--- config.mk ---
export PLATFORM = sky130hd
export DESIGN_NAME = branch_resolver
export DESIGN_NICKNAME = d
export VERILOG_FILES = /design/src/rtl/branch_resolver.sv
export SDC_FILE = /design/constraint.sdc
export NUM_CORES = 1
export LEC_CHECK = 0
export ABC_CLOCK_PERIOD_IN_PS = 14900
export BUFFER_PORTS_ARGS = -buffer_cell sky130_fd_sc_hd__buf_2
export CORE_ASPECT_RATIO = 0.9
export CORE_MARGIN = 10
export CORE_UTILIZATION = 58
export CTS_CLUSTER_DIAMETER = 120
export DETAILED_ROUTE_END_ITERATION = 10
export GPL_ROUTABILITY_DRIVEN = 0
export PLACE_DENSITY = 0.9
export SETUP_SLACK_MARGIN = 0.2
export SYNTH_ARGS = -nofsm -noshare
export SYNTH_HDL_FRONTEND = slang
export SYNTH_SLANG_ARGS = --single-unit
--- constraint.sdc ---
create_clock -name clk -period 14.9 [get_ports clk]
set_input_delay 2.235 -clock clk [delete_from_list [all_inputs] [get_ports clk]]
set_output_delay 2.235 -clock clk [all_outputs]
set_load 0.1 [all_outputs]
--- src/rtl/branch_resolver.sv ---
// Execute-side branch resolver: tracks fetch predictions in an in-order FIFO,
// trains the predictor on resolution and flushes/redirects on mispredict.
// Optional performance counters are enabled with `define BRANCH_PERF_EN.
module branch_resolver #(
    parameter int DEPTH        = 8,
    parameter int FLUSH_CYCLES = 2
) (
    input  logic        clk,
    input  logic        rst,
    input  logic        if_push,
    input  logic [31:0] pc_if,
    input  logic        pre_jmp_status,
    input  logic [31:0] pre_jmp_target,
    output logic        if_ready,
    input  logic        ex_valid,
    input  logic [31:0] ex_pc,
    input  logic        ex_is_jmp,
    input  logic        ex_taken,
    input  logic [31:0] ex_target,
    output logic [31:0] pc_ex,
    output logic        opt_is_jmp,
    output logic [31:0] ifjmp_target,
    output logic        jmp_res,
    output logic        flush,
    output logic [31:0] redirect_pc,
    output logic [31:0] perf_branches,
    output logic [31:0] perf_misses
);

    // Handshake: a prediction is consumed when if_push && if_ready are both
    // high at a rising clk edge; anything pushed while if_ready=0 is lost.
    // ex_valid has no back-pressure and is only acted on in IDLE.

    localparam int AW    = $clog2(DEPTH);
    localparam int CNT_W = AW + 1;

    typedef enum logic {
        IDLE  = 1'b0,
        FLUSH = 1'b1
    } state_t;

    state_t             state;
    state_t             state_next;
    logic [2:0]         flush_cnt;

    logic [31:0]        pc_mem     [DEPTH];
    logic               taken_mem  [DEPTH];
    logic [31:0]        target_mem [DEPTH];

    logic [AW-1:0]      wr_ptr;
    logic [AW-1:0]      rd_ptr;
    logic [CNT_W-1:0]   count;

    logic               full;
    logic               empty;
    logic               do_pop;
    logic               do_push;
    logic               pop_entry;
    logic               mispredict;
    logic               taken_jmp;
    logic [31:0]        head_pc;
    logic               head_taken;
    logic [31:0]        head_target;
    logic [31:0]        redirect_next;

    assign full  = (count == CNT_W'(DEPTH));
    assign empty = (count == '0);

    // An empty FIFO resolves against a not-taken default entry at the EX pc.
    always_comb begin
        head_pc     = ex_pc;
        head_taken  = 1'b0;
        head_target = 32'd0;
        if (!empty) begin
            head_pc     = pc_mem[rd_ptr];
            head_taken  = taken_mem[rd_ptr];
            head_target = target_mem[rd_ptr];
        end
    end

    assign taken_jmp     = ex_is_jmp && ex_taken;
    assign do_pop        = ex_valid && (state == IDLE);
    assign pop_entry     = do_pop && !empty;
    assign redirect_next = taken_jmp ? ex_target : (ex_pc + 32'd4);

    always_comb begin
        mispredict = 1'b0;
        if (do_pop) begin
            if (ex_is_jmp && (ex_taken != head_taken))
                mispredict = 1'b1;
            if (taken_jmp && (ex_target != head_target))
                mispredict = 1'b1;
            if (!ex_is_jmp && head_taken)
                mispredict = 1'b1;
            if (head_pc != ex_pc)
                mispredict = 1'b1;
        end
    end

    // A push colliding with a mispredict belongs to the wrong path.
    assign do_push = if_push && if_ready && !mispredict;

    always_ff @(posedge clk) begin
        if (do_push) begin
            pc_mem[wr_ptr]     <= pc_if;
            taken_mem[wr_ptr]  <= pre_jmp_status;
            target_mem[wr_ptr] <= pre_jmp_target;
        end
    end

    always_ff @(posedge clk) begin
        if (rst || mispredict) begin
            wr_ptr <= '0;
            rd_ptr <= '0;
            count  <= '0;
        end else begin
            if (do_push)
                wr_ptr <= wr_ptr + 1'b1;
            if (pop_entry)
                rd_ptr <= rd_ptr + 1'b1;
            case ({do_push, pop_entry})
                2'b10:   count <= count + 1'b1;
                2'b01:   count <= count - 1'b1;
                default: count <= count;
            endcase
        end
    end

    // FSM: state register
    always_ff @(posedge clk) begin
        if (rst)
            state <= IDLE;
        else
            state <= state_next;
    end

    // FSM: next-state logic
    always_comb begin
        state_next = state;
        case (state)
            IDLE:    if (mispredict) state_next = FLUSH;
            FLUSH:   if (flush_cnt == 3'd1) state_next = IDLE;
            default: state_next = IDLE;
        endcase
    end

    // FSM: outputs
    always_comb begin
        flush    = 1'b0;
        if_ready = 1'b0;
        case (state)
            IDLE:    if_ready = !full;
            FLUSH:   flush    = 1'b1;
            default: if_ready = 1'b0;
        endcase
    end

    // Remaining flush cycles; reaching zero hands control back to IDLE.
    always_ff @(posedge clk) begin
        if (rst)
            flush_cnt <= 3'd0;
        else if (mispredict)
            flush_cnt <= 3'(FLUSH_CYCLES);
        else if (state == FLUSH)
            flush_cnt <= flush_cnt - 3'd1;
    end

    always_ff @(posedge clk) begin
        if (rst)
            redirect_pc <= 32'd0;
        else if (mispredict)
            redirect_pc <= redirect_next;
    end

    always_ff @(posedge clk) begin
        if (rst) begin
            opt_is_jmp   <= 1'b0;
            pc_ex        <= 32'd0;
            ifjmp_target <= 32'd0;
            jmp_res      <= 1'b0;
        end else begin
            opt_is_jmp <= do_pop && ex_is_jmp;
            if (do_pop && ex_is_jmp) begin
                pc_ex        <= ex_pc;
                ifjmp_target <= ex_target;
                jmp_res      <= ex_taken;
            end
        end
    end

`ifdef BRANCH_PERF_EN
    always_ff @(posedge clk) begin
        if (rst) begin
            perf_branches <= 32'd0;
            perf_misses   <= 32'd0;
        end else begin
            if (do_pop && ex_is_jmp)
                perf_branches <= perf_branches + 32'd1;
            if (mispredict)
                perf_misses <= perf_misses + 32'd1;
        end
    end
`else
    assign perf_branches = 32'd0;
    assign perf_misses   = 32'd0;
`endif

endmodule

---- Yosys cells after proc, flatten, opt, wreduce, memory -nomap -nowiden ----
Memory sizes are Yosys's and may differ from the RTL's. A register that Yosys moved wholly into a read port is not among the register bits.
Index checks and enable logic that the tools add are counted.
storage, ports and cells
  register bits ........................... 112
  bits in writable memories ............... 520
  logic and storage cells ................. 71
  memories ................................ 3
operators by class
  multiplexer cells ....................... 25
  bitwise logic cells ..................... 1
  equality and inequality tests ........... 7
  reduce and logical (&&, ||, !) cells .... 18
  add/sub/neg operators ................... 6
memories
  name        depth  width  rd ports  clocked after memory_dff  write ports  line  source
  pc_mem      8      32     1         1                         1            46    logic [31:0] pc_mem [DEPTH];
  target_mem  8      32     1         1                         1            48    logic [31:0] target_mem [DEPTH];
  taken_mem   8      1      1         1                         1            47    logic taken_mem [DEPTH];
operators by type and width
  kind                                                                count
  32-bit two-way mux                                                  3
  32-bit != test                                                      2
  32-bit by 3-bit adder with 32-bit output, second input constant     1
  3-bit two-way mux                                                   6
  1-bit two-way mux                                                   12
  1-bit logical AND                                                   9
  4-bit case mux with 2 select lines                                  1
  3-bit by 1-bit adder with 3-bit output, second input constant       2
  4-bit by 1-bit adder with 4-bit output, second input constant       1
  4-bit == test, second input constant                                1
  1-bit logical NOT                                                   4
  4-bit logical NOT                                                   1
  2-bit two-way mux                                                   2
  2-bit nonzero test                                                  2
  4-bit by 1-bit subtractor with 4-bit output, second input constant  1
  3-bit by 1-bit == test with 1-bit output, second input constant     1
  3-bit by 1-bit subtractor with 3-bit output, second input constant  1
  2-bit by 1-bit == test with 1-bit output, second input constant     1
  2-bit == test, second input constant                                1
  1-bit case mux with 2 select lines                                  1
  2-bit OR reduction                                                  1
  1-bit logical OR                                                    1
  1-bit != test                                                       1
  1-bit NOT                                                           1

---- Logic depth before layout (Yosys ltp) ----
  word-level depth ........................ 13
  gate-level depth with buffers ........... 23
  depth with buffers taken out ............ 16

---- Worst setup path before layout ----
No wires, ideal clock.
  path kind ............................... input -> register
  from .................................... input ex_is_jmp
  to ...................................... memory pc_mem[0][0] (enable)
  library setup time ...................... 0.648 ns
  arrival ................................. 10.326 ns
  stages .................................. 9
  setup slack ............................. 3.926 ns
  path buffers ............................ 1
  cell sequence ........................... nand2_1 nor4_1 nand3_1 or4_1 nor4_2 a21oi_1 or3_1 buf_2 nor4_1
on the way
  longest elaborated chain between the ends .. 10
  elaborated cells between the ends (all ways) .. 14
  classes of those cells .................. mux: 7; reduce/logical: 7
ends and longest elaborated chain
  element                                                 line    source
  start: declaration                                      17      input logic ex_is_jmp,
  1-bit logical AND, on equally long branches             89, 81
  1-bit two-way mux or 1-bit logical AND (tied branches)  89, 91
  1-bit two-way mux                                       91      if (taken_jmp && (ex_target != head_target))
  1-bit two-way mux *                                     93      if (!ex_is_jmp && head_taken)
  1-bit two-way mux *                                     95      if (head_pc != ex_pc)
  1-bit two-way mux *                                     88      if (do_pop) begin
  1-bit logical NOT *                                     101     assign do_push = if_push && if_ready && !mispredict;
  1-bit logical AND *                                     101
  1-bit two-way mux *                                     104     if (do_push) begin
  1-bit two-way mux (not written as such) *               105     pc_mem[wr_ptr] <= pc_if;
  end: declaration                                        46
Every way passes the cells marked *; elsewhere a longest branch is shown, timed or not.

==> results.py <==
metrics = {
    "clock_network": {
        "cts_setup_buffers": 0,
        "cts_resized": 0,
        "insertion_delay_ps": 640,
        "htree_levels": 2,
        "clk_pin_slew_worst_paths_ps": 60,
        "clock_sinks": 635,
        "numCtsBuffers": 58,
        "cts-root-buf": "clkbuf_16",
        "holdBufCountCts": 0,
        "cts_tree": "built",
        "cts_buffer_depth": 3,
    },
    "global_route": {
        "grt_max_degree": 94,
        "grt_pass1_vias": 16377,
        "gr-total-overflow": 0,
        "grtUsageTotal_pct": 26.2,
        "antenna_found_initial": 12,
        "grt_pass1_wl_mm": 107,
    },
    "layout": {
        "multi_input_area_um2": 7550,
        "drive_above_1_share_pct": 25.5,
        "layout.nets": 2044,
        "seq_area_um2": 17900,
        "design_area_um2": 29600,
        "areaGrowthSynthToFinish_pct": 13.3,
        "fillCellCount": 2871,
    },
    "timing": {
        "finalSetupTns_ps": 0,
        "holdWs_ps": 453,
        "final-hold-violation-count": 0,
        "setup_viol": 0,
        "rsz0062_at_grt": "no",
        "finalMaxSlewViolations": 0,
        "period_minus_slack_ps": 7270,
        "slew_headroom_pct": 26.1,
        "period_share_pct": 48.8,
        "fmax_ghz": 0.137,
        "tightest_slew_ps": 1110,
        "fin_worst_skew_ps": 31.7,
    },
    "power": {
        "peakVddDrop_uv": 121,
        "power.density_nw_per_um2": 168,
        "p_leak_nw": 9.82,
    },
    "synthesis": {
        "ys_top_cells_by_count": "edfxtp_1, nand2_1, dfxtp_1",
        "yosys.area.top_type": "edfxtp_1",
        "synth.top_cells.by_area": "edfxtp_1, dfxtp_1, mux4_2, mux2i_1, nand2_1",
        "yosys.cell_count.top_type": "edfxtp_1",
        "ys_warn_count": 0,
        "synth_top_area_share_pct": 59.7,
        "synth_cell_type_count": 55,
        "synth-async-reset-ratio_pct": 0,
        "syn_area_per_cell_um2": 15.6,
        "synth_seq_cells": 635,
        "synth_edf_count": 520,
        "seq_area_frac_synth_pct": 68.5,
        "synthFlopType": "edfxtp_1",
        "synthCells": 1677,
        "syn-cell-area_um2": 26200,
    },
    "route": {
        "vias_per_cell": 6.42,
        "routed_wl_mm": 72.7,
        "vias": 16450,
        "drtIter0Drc": 2316,
        "wl_per_cell_um": 28.4,
        "dr.pass1.iters": 5,
        "drcViolationCount": 0,
        "ant_nets": 0,
    },
    "critical_path": {
        "cp.arrival_ps": 7510,
        "cp_max_fo": 55,
        "rrSetupSlack_ps": 7630,
        "cp.depth": 12,
        "crit_path_top_delay_cell": "buf_4",
        "cp-endpoint": "pc_mem[2][30]$_DFFE_PP_",
        "critPathLaunchType": "register",
        "path_buf_inv": 4,
        "r2r_end": "pc_mem[2][30]$_DFFE_PP_",
        "critical-path-max-stage-delay_ps": 840,
        "path_common_cell": "buf_4",
        "cp_top_family": "buffers and inverters",
        "worstPathRequired_ps": 15140,
        "end_kind": "register",
        "cp_cell_sequence": "buf_4 -> buf_4 -> mux4_2 -> mux2i_1 -> xnor2_1 -> nor4_1 -> nand4_1 -> o31a_1 -> buf_4 -> or3_1 -> nor3_2 -> buf_4",
        "critPathKind": "register to register",
        "rr_worst_depth": 12,
    },
    "die": {
        "num_rows": 73,
        "dieArea_um2": 54000,
        "core_um2": 44400,
        "start_util_pct": 58.9,
        "die_h_um": 221,
        "dieWidth_um": 244,
        "pin_count": 299,
    },
    "hold_path": {
        "hold_class": "register to register",
    },
    "place": {
        "dpl.hpwl_mm": 47.3,
        "place_area_um2": 27600,
        "port_buffers": 234,
    },
    "run": {
        "drv_cap": 0,
    },
    "outcome": {
        "status": "complete, no violations",
    },
}
-- placed cells by master, fill, tap and decap left out, drive strengths merged, types with 22 or more instances in the layout --
cell type | synthesis | final
mux2 | 22 | 22
edfxtp | 520 | 520
a21oi | 73 | 73
nor3 | 25 | 25
mux2i | 81 | 81
mux4 | 103 | 103
nor2 | 50 | 50
clkbuf | 57 | 79
o21ai | 66 | 66
nand2 | 157 | 157
xnor2 | 56 | 56
xor2 | 27 | 27
dfxtp | 115 | 115
nand2b | 31 | 31
buf | 106 | 264
a211oi | 23 | 23
conb | 1 | 64
-- worst min-delay path by stage --
stage | start | end | slack (ps) | cells after the start
floorplan | rd_ptr[1]$_SDFFE_PP0P_ | register | 510 | 2
global placement | ifjmp_target[3]$_SDFFE_PP0P_ | ifjmp_target[3]$_SDFFE_PP0P_ | 440 | 2
detailed placement | ifjmp_target[8]$_SDFFE_PP0P_ | ifjmp_target[8]$_SDFFE_PP0P_ | 440 | 2
CTS | ifjmp_target[8]$_SDFFE_PP0P_ | ifjmp_target[8]$_SDFFE_PP0P_ | 450 | 2
global route | pc_ex[2]$_SDFFE_PP0P_ | pc_ex[2]$_SDFFE_PP0P_ | 470 | 2
finish | ifjmp_target[31]$_SDFFE_PP0P_ | ifjmp_target[31]$_SDFFE_PP0P_ | 450 | 2
-- per-layer routing --
metal	part of all wire, %	global-route usage, %	wire length (µm)
met4	4.4	11.3	3170
met1	35	33.3	25300
met3	14	7.85	10100
met2	47	41.3	34100
met5	0.094	0	68
-- state kept, by name, indices dropped and copies added, names as in the netlist, named ones only --
name / flops
pc_mem: 256
flush_cnt: 3
count: 4
pc_ex: 32
rd_ptr: 3
taken_mem: 8
redirect_pc: 32
opt_is_jmp: 1
target_mem: 256
wr_ptr: 3
state: 1
jmp_res: 1
ifjmp_target: 32
-- worst register-to-register path, stage by stage, from the launching register on --
cell and delay [ps]:
dfxtp_4 710, buf_4 680, buf_4 720, mux4_2 600
mux2i_1 240, xnor2_1 120, nor4_1 550, nand4_1 260
o31a_1 330, buf_4 250, or3_1 650, nor3_2 830
buf_4 850
-- metrics by stage --
| step | std cells | total power, mW | utilization [%] | setup slack, ps |
|---|---|---|---|---|
| 2_1_floorplan | 1740 | 3.16 | - | 3930 |
| 3_3_place_gp | 2441 | 3.40 | 62.3 | 7880 |
| 3_5_place_dp | 2441 | 3.45 | 62.3 | 7670 |
| 4_1_cts | 2551 | 4.97 | 66.7 | 7740 |
| 5_1_grt | 2553 | 5.12 | 66.7 | 7290 |
| 6_report | 2561 | 4.98 | 66.8 | 7630 |
-- cell type report --
class                           count  area share [%]
Inverter                            4          0.0507
Multi-Input combinational cell    938            25.5
Sequential cell                   635            60.5
Clock inverter                     31            1.19
Antenna cell                       10          0.0844
Timing Repair Buffer              264            4.72
Tap cell                          600            2.53
Clock buffer                       79            5.43
-- power breakdown --
| part | switching [mW] | internal (mW) |
|---|---|---|
| Combinational | 0.935 | 0.330 |
| Sequential | 0.0900 | 2.10 |
| Clock | 0.648 | 0.880 |
-- logic make-up (layout without fill, tap and decap cells) --
| group | after synthesis | after routing | synth area share, % |
|---|---|---|---|
| AO/OA/AOI/OAI | 220 | 220 | 5.06 |
| XOR/XNOR | 83 | 83 | 2.78 |
| adder cells (fa/ha/maj) | 8 | 8 | 0.383 |
| buffers and inverters | 167 | 378 | 3.78 |
| flip-flops | 635 | 635 | 68.5 |
| multiplexers | 206 | 206 | 12.9 |
| other | 1 | 74 | 0.0143 |
| AND/OR/NAND/NOR | 357 | 357 | 6.56 |
No activity file was read; power rests on OpenSTA's default activity.
